===== src/rtl/sweep_pkg.sv =====
// Shared definitions for the servo sweep controller and the PWM stage:
// state encoding, direction codes and default pulse-width limits.
package sweep_pkg;

  typedef enum logic [1:0] {
    ST_IDLE  = 2'b00,
    ST_SWEEP = 2'b01,
    ST_SEEK  = 2'b10
  } sweep_state_t;

  typedef enum logic [1:0] {
    DIR_STOP = 2'b00,
    DIR_INC  = 2'b01,
    DIR_DEC  = 2'b10
  } sweep_dir_t;

  localparam int unsigned DEF_MIN_PW = 5000;
  localparam int unsigned DEF_MAX_PW = 25000;
  localparam int unsigned SAMPLE_W   = 12;
  localparam int unsigned PW_W       = 32;

endpackage


===== src/rtl/max_capture.sv =====
// Compare-and-hold of the largest sample and the servo position where it occurred.
// Strictly-greater compare keeps the earliest position on ties.
module max_capture
  import sweep_pkg::*;
#(
  parameter int unsigned INIT_POS = DEF_MIN_PW
) (
  input  logic                CLK,
  input  logic                RST,
  input  logic                clear,
  input  logic                drop_pos,
  input  logic                valid,
  input  logic [SAMPLE_W-1:0] data,
  input  logic [PW_W-1:0]     position,
  output logic [SAMPLE_W-1:0] max_value,
  output logic [PW_W-1:0]     max_pos
);

  localparam logic [PW_W-1:0] INIT_POS_L = PW_W'(INIT_POS);

  logic take;
  assign take = valid && (data > max_value);

  always_ff @(posedge CLK) begin
    if (RST || clear) begin
      max_value <= '0;
      max_pos   <= INIT_POS_L;
    end else begin
      if (take) begin
        max_value <= data;
      end
      // drop_pos discards the position but a final sample still updates the value
      if (drop_pos) begin
        max_pos <= INIT_POS_L;
      end else if (take) begin
        max_pos <= position;
      end
    end
  end

endmodule


===== src/rtl/sweep_ctrl.sv =====
// Servo calibration sweep: ramps the servo, records the brightest position,
// then drives the servo back to that position for a fixed settle time.
module sweep_ctrl
  import sweep_pkg::*;
#(
  parameter int unsigned MIN_PW         = DEF_MIN_PW,
  parameter int unsigned MAX_PW         = DEF_MAX_PW,
  parameter int unsigned SETTLE_CYCLES  = 200000,
  parameter int unsigned TIMEOUT_CYCLES = 50000000
) (
  input  logic                CLK,
  input  logic                RST,
  input  logic                START,
  input  logic                SENSOR_VALID,
  input  logic [SAMPLE_W-1:0] SENSOR_DATA,
  input  logic [PW_W-1:0]     pulseWidth,
  output logic                EN,
  output logic [1:0]          DIR,
  output logic                ES,
  output logic                MC,
  output logic [PW_W-1:0]     pulseWidth_max,
  output logic [SAMPLE_W-1:0] max_val,
  output logic                BUSY,
  output logic                DONE,
  output logic                ERR
);

  localparam logic [31:0] MAX_PW_L      = 32'(MAX_PW);
  localparam logic [31:0] TIMEOUT_LAST  = 32'(TIMEOUT_CYCLES - 1);
  localparam logic [31:0] SETTLE_LAST   = 32'(SETTLE_CYCLES - 1);

  sweep_state_t state, next_state;
  logic [31:0]  cnt;

  logic         cap_clear, cap_valid, cap_drop;
  logic         done_d, err_d, en_d, es_d, mc_d, busy_d;
  sweep_dir_t   dir_d;
  logic         at_end;

  assign at_end = SENSOR_VALID && (pulseWidth >= MAX_PW_L);

  always_comb begin
    next_state = state;
    cap_clear  = 1'b0;
    cap_valid  = 1'b0;
    cap_drop   = 1'b0;
    done_d     = 1'b0;
    err_d      = 1'b0;
    unique case (state)
      ST_IDLE: begin
        if (START) begin
          next_state = ST_SWEEP;
          cap_clear  = 1'b1;
        end
      end
      ST_SWEEP: begin
        cap_valid = SENSOR_VALID;
        // end-of-sweep sample wins over a timeout in the same cycle
        if (at_end) begin
          next_state = ST_SEEK;
        end else if (cnt == TIMEOUT_LAST) begin
          next_state = ST_IDLE;
          cap_drop   = 1'b1;
          err_d      = 1'b1;
        end
      end
      ST_SEEK: begin
        if (cnt == SETTLE_LAST) begin
          next_state = ST_IDLE;
          done_d     = 1'b1;
        end
      end
      default: next_state = ST_IDLE;
    endcase

    // outputs decoded from the upcoming state so the registers line up with it
    en_d   = (next_state != ST_IDLE);
    busy_d = (next_state != ST_IDLE);
    es_d   = (next_state == ST_SWEEP);
    mc_d   = (next_state == ST_SEEK);
    unique case (next_state)
      ST_SWEEP: dir_d = DIR_INC;
      ST_SEEK:  dir_d = DIR_DEC;
      default:  dir_d = DIR_STOP;
    endcase
  end

  always_ff @(posedge CLK) begin
    if (RST) begin
      state <= ST_IDLE;
      cnt   <= '0;
      EN    <= 1'b0;
      DIR   <= DIR_STOP;
      ES    <= 1'b0;
      MC    <= 1'b0;
      BUSY  <= 1'b0;
      DONE  <= 1'b0;
      ERR   <= 1'b0;
    end else begin
      state <= next_state;
      if ((next_state != state) || (state == ST_IDLE)) begin
        cnt <= '0;
      end else begin
        cnt <= cnt + 32'd1;
      end
      EN   <= en_d;
      DIR  <= dir_d;
      ES   <= es_d;
      MC   <= mc_d;
      BUSY <= busy_d;
      DONE <= done_d;
      ERR  <= err_d;
    end
  end

  max_capture #(
    .INIT_POS (MIN_PW)
  ) u_max_capture (
    .CLK       (CLK),
    .RST       (RST),
    .clear     (cap_clear),
    .drop_pos  (cap_drop),
    .valid     (cap_valid),
    .data      (SENSOR_DATA),
    .position  (pulseWidth),
    .max_value (max_val),
    .max_pos   (pulseWidth_max)
  );

endmodule


===== config.mk =====
export PLATFORM = sky130hd
export DESIGN_NAME = sweep_ctrl
export DESIGN_NICKNAME = d
export VERILOG_FILES = /design/src/rtl/sweep_pkg.sv /design/src/rtl/max_capture.sv /design/src/rtl/sweep_ctrl.sv
export SDC_FILE = /design/constraint.sdc
export NUM_CORES = 1
export LEC_CHECK = 0
export CELL_PAD_IN_SITES_DETAIL_PLACEMENT = 0
export CELL_PAD_IN_SITES_GLOBAL_PLACEMENT = 1
export CORE_ASPECT_RATIO = 0.9
export CORE_MARGIN = 1.5
export CORE_UTILIZATION = 33
export CTS_CLUSTER_DIAMETER = 30
export DETAILED_ROUTE_END_ITERATION = 7
export HOLD_SLACK_MARGIN = 0.02
export PLACE_DENSITY_LB_ADDON = 0.08
export SYNTH_ARGS = -nofsm -noshare
export SYNTH_HDL_FRONTEND = slang
export SYNTH_SLANG_ARGS = --single-unit

===== constraint.sdc =====
create_clock -name CLK -period 2.3 [get_ports CLK]
set_clock_uncertainty 0.2 [all_clocks]
set_input_delay 0.46 -clock CLK [delete_from_list [all_inputs] [get_ports CLK]]
set_output_delay 0.46 -clock CLK [all_outputs]
set_load 0.05 [all_outputs]

=== Word level (Yosys, flattened, before mapping) ===
Cells that the tools add are included.

* Output and inout port bits: 52
* Word-level logic and storage cells: 43
* Input port bits: 48
* Register bits: 85

* $lt $le $gt $ge: 2
* Reductions and logical operators: 9
* Add/sub/neg operators: 1
* Eq/ne operators: 7
* Muxes and demuxes: 13
* Bitwise gates (word level): 1

{| class="wikitable"
|+ Operator list
! operator !! number
|-
| $add A32 B1 Y32 const B || 1
|-
| $eq A32 B18 Y1 const B || 1
|-
| $eq A32 B26 Y1 const B || 1
|-
| $ge A32 B15 Y1 const B || 1
|-
| $gt A12 B12 Y1 || 1
|-
| $mux W2 || 4
|-
| $mux W1 || 7
|-
| $pmux W2 S3 || 1
|-
| $reduce_or A2 Y1 || 3
|-
| $eq A2 B1 Y1 const B || 2
|-
| $eq A2 B2 Y1 const B || 2
|-
| $pmux W2 S2 || 1
|-
| $logic_and A1 B1 Y1 || 2
|-
| $logic_not A2 Y1 || 1
|-
| $logic_or A1 B1 Y1 || 2
|-
| $ne A2 B2 Y1 || 1
|-
| $reduce_bool A2 Y1 || 1
|-
| $not A1 Y1 || 1
|}

=== Longest topological paths before layout ===
Gate-level depths: netlist of run 1.

* Depth after elaboration: 7
* Gate-level depth with buffers: 10
* Gate-level depth less buffers: 8

=== By module ===
Synthesis of run 1 repeated with hierarchy kept, for this count alone.

* Cell total of the unflattened synthesis: 528
* Area, all modules: 4820.9 um^2

{| class="wikitable"
|+ Modules (own cells, without submodules)
! module !! times used !! cells an instance !! area an instance (um^2) !! sequential area each (um^2)
|-
| max_capture || 1 || 303 || 2670.1 || 880.8
|-
| sweep_ctrl || 1 || 225 || 2150.8 || 780.7
|}

=== Worst setup path after synthesis of run 1 ===
No wires, ideal clock.

* Kind: reg2reg
* Start: reg u_max_capture.max_value[11]
* End: reg u_max_capture.max_pos[12]
* Setup time: 0.120 ns
* Buffers on the path: 2
* Setup slack: -0.425 ns
* Stages on the path, launching flop included: 10
* Arrival: 2.406 ns
* Cell sequence: dfxtp_1 > inv_1 > ha_1 > a21oi_2 > o21ai_1 > a2111oi_2 > a2111oi_4 > buf_6 > buf_12 > a211o_1

* Longest elaborated chain between the ends: 2

{| class="wikitable"
|+ RTL lines
! item !! line !! text
|-
| start: declaration || max_capture.sv:15 || <nowiki>output logic [SAMPLE_W-1:0] max_value,</nowiki>
|-
| start signal: assignment || max_capture.sv:30 || <nowiki>max_value <= data;</nowiki>
|-
| $gt A12 B12 Y1 || max_capture.sv:22 || <nowiki>assign take = valid && (data > max_value);</nowiki>
|-
| $logic_and A1 B1 Y1 || max_capture.sv:22 ||
|-
| end signal: assignment || max_capture.sv:36 || <nowiki>max_pos <= position;</nowiki>
|-
| end: declaration || max_capture.sv:16 || <nowiki>output logic [PW_W-1:0] max_pos</nowiki>
|}

No other way between the ends.
A chain may end at the register's enable or synchronous reset.

=== Worst setup path after layout of run 1 ===
* Start: in SENSOR_DATA[9]
* End: reg u_max_capture.max_pos[3]

* Longest elaborated chain between the ends: 2

{| class="wikitable"
|+ RTL lines
! item !! line !! text
|-
| start: declaration || sweep_ctrl.sv:15 || <nowiki>input logic [SAMPLE_W-1:0] SENSOR_DATA,</nowiki>
|-
| $gt A12 B12 Y1 || max_capture.sv:22 ||
|-
| $logic_and A1 B1 Y1 || max_capture.sv:22 ||
|}

No other way between the ends.

==> run_results.csv, run 1 <==
group,metric,value,unit
yosys,synth_nets,463,
layout,stdcell_count,724,
timing,fin_crit,2.44,ns
yosys,synth-seq-area-share,43.4,%
routing,antenna_left,0,
timing,worst_pin_slew,0.555,ns
pwr,total_power,0.00352,W
min_path,hold_class,"in -> reg",
clock_network,numCtsBuffers,9,
pwr,seq_power_share,41.6,%
layout,nFillCells,1069,
yosys,avgSynthCellArea,9.52,um2
clock_network,cts_sinks,83,
timing,finalSetupTns,-3.92,ns
place,dp.cells,699,
pwr,powerDensity,577,nW/um2
clock_network,clock_path_buffers,2,
outcome,status,"complete, but fails checks",
timing,min_period_over_period,106,%
grt,grt_usage,16.6,%
routing,routed_via_density,4.63,
clock_network,cts_hold_buffers,0,
pwr,p_leak,2.24,nW
pwr,internal-power,0.00266,W
critical_path,crit_start,"SENSOR_DATA[9]",
routing,dr.first_iter.drc_count,118,
layout,fin_nets,624,
yosys,ys_seq_elements,83,
clock_network,cts_root_buf,"clkbuf_16",
critical_path,worstPathMaxFanout,5,
clock_network,clock_latency,0.33,ns
yosys,syn_inst,402,
place,hpwlAfterDp,7.16,mm
pwr,power.share.clock,43.3,%
pwr,comb_power_share,15.1,%
place,gp_congestion,0.768,
critical_path,crit_path_end_kind,"flop",
yosys,yosysWarnings,0,
floorplanning,die_area,12300,um2
yosys,ys_types,48,
timing,rsz0062_at_grt,"true",
layout,post-route-util,53.6,%
critical_path,critical_path_class,"in -> reg",
timing,setup_slack,-0.136,ns
critical_path,reg2reg_from,"u_max_capture.max_value[1]",
clock_network,cts.clk_slew.worst_paths,0.06,ns
timing,setup_viol,40,
layout,drive_gt1_share,24.3,%
critical_path,start_kind,"input port",
routing,drt-pass1-iter-count,4,
routing,num_vias,3350,
yosys,synthMostInstantiatedCell,"dfxtp_1",
place,portBuffers,99,
grt,grt_pass1_wl,16.0,mm
routing,wl,10.3,mm
pwr,ir_worst_vdd,337,uV
timing,hold_viol,0,
grt,grt_max_degree,20,
floorplanning,die_y,105,um
yosys,synth.top_cell.area_share,43.4,%
layout,final_cell_area,6100,um2
run,maxCapViolations,0,
yosys,syn-cell-area,3830,um2
yosys,async_flop_share,0,%
grt,grt_pass1_vias,3245,
floorplanning,initial_core_util,33.6,%
layout,diodes,0,
yosys,ys_top_cells_by_count,"dfxtp_1, nor2_1, mux2i_1, xor2_1",
critical_path,r2r-end,"u_max_capture.max_pos[3]",
timing,max_slew_margin,62.9,%
yosys,synth_edf_count,0,
critical_path,cp.required,2.33,ns
routing,drc,0,
critical_path,endpoint,"u_max_capture.max_pos[3]",
yosys,synth_flop_cell,"dfxtp_1",
timing,slew_violations,0,
floorplanning,num_rows,37,
critical_path,reg2reg_depth,10,
outcome,violations,"negative setup slack",
place,dpl_cell_area,5460,um2
critical_path,crit_arrival,2.46,ns
floorplanning,core_area,11400,um2
pwr,netSwitchingFraction,24.4,%
floorplanning,ios,100,
routing,wl_per_cell,14.2,um
yosys,synth_area_leaders,"dfxtp_1, mux2i_1, nor2_1",
timing,fmax,410,MHz
critical_path,ff2ff_setup_slack,-0.13,ns
clock_network,cts-htree-levels,3,
layout,syn_to_final_growth,59.4,%
clock_network,cts_tree,"built",
grt,grt-ovfl-total,0,
floorplanning,die_w,117,um
grt,antenna_found_initial,0,
pwr,p_switching,0.000859,W
yosys,yosysTopAreaCell,"dfxtp_1",
## critical path: stages
cell and delay, ns:
dlygate4sd2_1 0.27, ha_4 0.28, a21oi_2 0.06, o21ai_4 0.19
a2111oi_4 0.06, a2111oi_4 0.42, clkbuf_16 0.21, buf_8 0.12
and2b_1 0.18, a211o_1 0.22
## metal layers
metal  part of all wire [%]  up-vias  GRT usage [%]
met5                      0        -              0
met4                   0.97        0           4.91
met3                    5.3        9           3.60
met2                     47       79           28.1
met1                     46     1540           21.2
li1                       -     1722              -
## sequential cells by signal, summed over array words and instances, names as in the netlist
register	count
DONE	1
u_max_capture.max_value	12
cnt	32
ERR	1
BUSY	1
u_max_capture.max_pos	32
state	2
DIR	2
## cell families after synthesis
kind of cell | after synthesis | share of synthesized area, %
compound gates | 27 | 5.82
flops | 83 | 43.4
buf+inv | 33 | 6.47
mux | 39 | 10.2
fa+ha+maj | 13 | 4.25
xor+xnor | 29 | 6.63
simple gates | 178 | 23.2
## final cells by class
class,instances,area (um2),share of cell area [%]
Clock buffer,11,233,3.81
Clock inverter,5,76.3,1.25
Inverter,14,55.1,0.902
Multi-Input combinational cell,289,2210,36.3
Sequential cell,83,1700,27.8
Tap cell,156,195,3.20
Timing Repair Buffer,166,1630,26.8
## how the worst min path moves through the flow
stage	from	end	slack [ns]	depth (start not counted)
6_report	pulseWidth[18]	u_max_capture.max_pos[18]	0.22	3
3_5_place_dp	u_max_capture.max_pos[20]	u_max_capture.max_pos[20]	0.28	2
4_1_cts	u_max_capture.max_pos[20]	u_max_capture.max_pos[20]	0.30	2
5_1_grt	pulseWidth[16]	u_max_capture.max_pos[16]	0.24	3
3_3_place_gp	u_max_capture.max_pos[22]	u_max_capture.max_pos[22]	0.27	2
2_1_floorplan	cnt[0]	cnt[0]	0.23	1
## stage by stage
step,worst slack (ns),hold slack [ns]
2_1_floorplan,-0.0494,0.226
3_3_place_gp,-0.639,0.274
3_5_place_dp,-0.688,0.282
4_1_cts,-0.179,0.296
5_1_grt,-0.234,0.244
6_report,-0.136,0.222
## power groups by stage
stage               registers [W]  clock network [W]  logic (W)
global placement          0.00150                  0   0.000477
CTS                       0.00147            0.00156   0.000509
global route              0.00147            0.00161   0.000569
finish                    0.00147            0.00152   0.000531
floorplan                 0.00156                  0   0.000201
detailed placement        0.00150                  0   0.000479
## placed cells by master (no fill, tap or decap), types with 3 or more instances in the layout
| cell type | synthesis | final |
|---|---|---|
| mux2i_2 | 0 | 3 |
| a211o_4 | 1 | 4 |
| buf_12 | 4 | 4 |
| a21oi_1 | 6 | 4 |
| nor3_1 | 4 | 3 |
| dfxtp_1 | 83 | 72 |
| and4_1 | 5 | 5 |
| inv_1 | 14 | 10 |
| nor4_2 | 1 | 5 |
| nand2_1 | 16 | 14 |
| mux2i_1 | 39 | 36 |
| and2_1 | 4 | 4 |
| a211o_1 | 5 | 5 |
| dlygate4sd2_1 | 0 | 10 |
| and3_1 | 7 | 7 |
| nor4_1 | 10 | 4 |
| nand2b_1 | 3 | 3 |
| xnor2_1 | 9 | 9 |
| clkdlybuf4s50_1 | 0 | 77 |
| nand2_2 | 1 | 3 |
| buf_4 | 5 | 57 |
| nor2b_1 | 7 | 6 |
| inv_2 | 0 | 3 |
| clkbuf_16 | 0 | 10 |
| nand3_1 | 16 | 16 |
| nor2_2 | 0 | 4 |
| and2b_1 | 3 | 3 |
| dlymetal6s2s_1 | 0 | 10 |
| xor2_1 | 20 | 20 |
| nand4_1 | 10 | 10 |
| dfxtp_4 | 0 | 9 |
| ha_4 | 0 | 7 |
| ha_1 | 13 | 5 |
| nor2_1 | 81 | 76 |
| a21oi_2 | 1 | 3 |
## what timing repair did
item,in CTS,in global routing
gates cloned,3,2
resized for setup,31,37
buffers inserted,6,0
setup endpoints to repair,77,78
pin swaps,14,16
No activity file was read; power rests on OpenSTA's default activity.
==> run 2: changes to the inputs <==
- SLEW_MARGIN: unset -> 20
==> results of run 2 <==
Same layout as run 1: the final DEF is identical, and so are final timing and power.
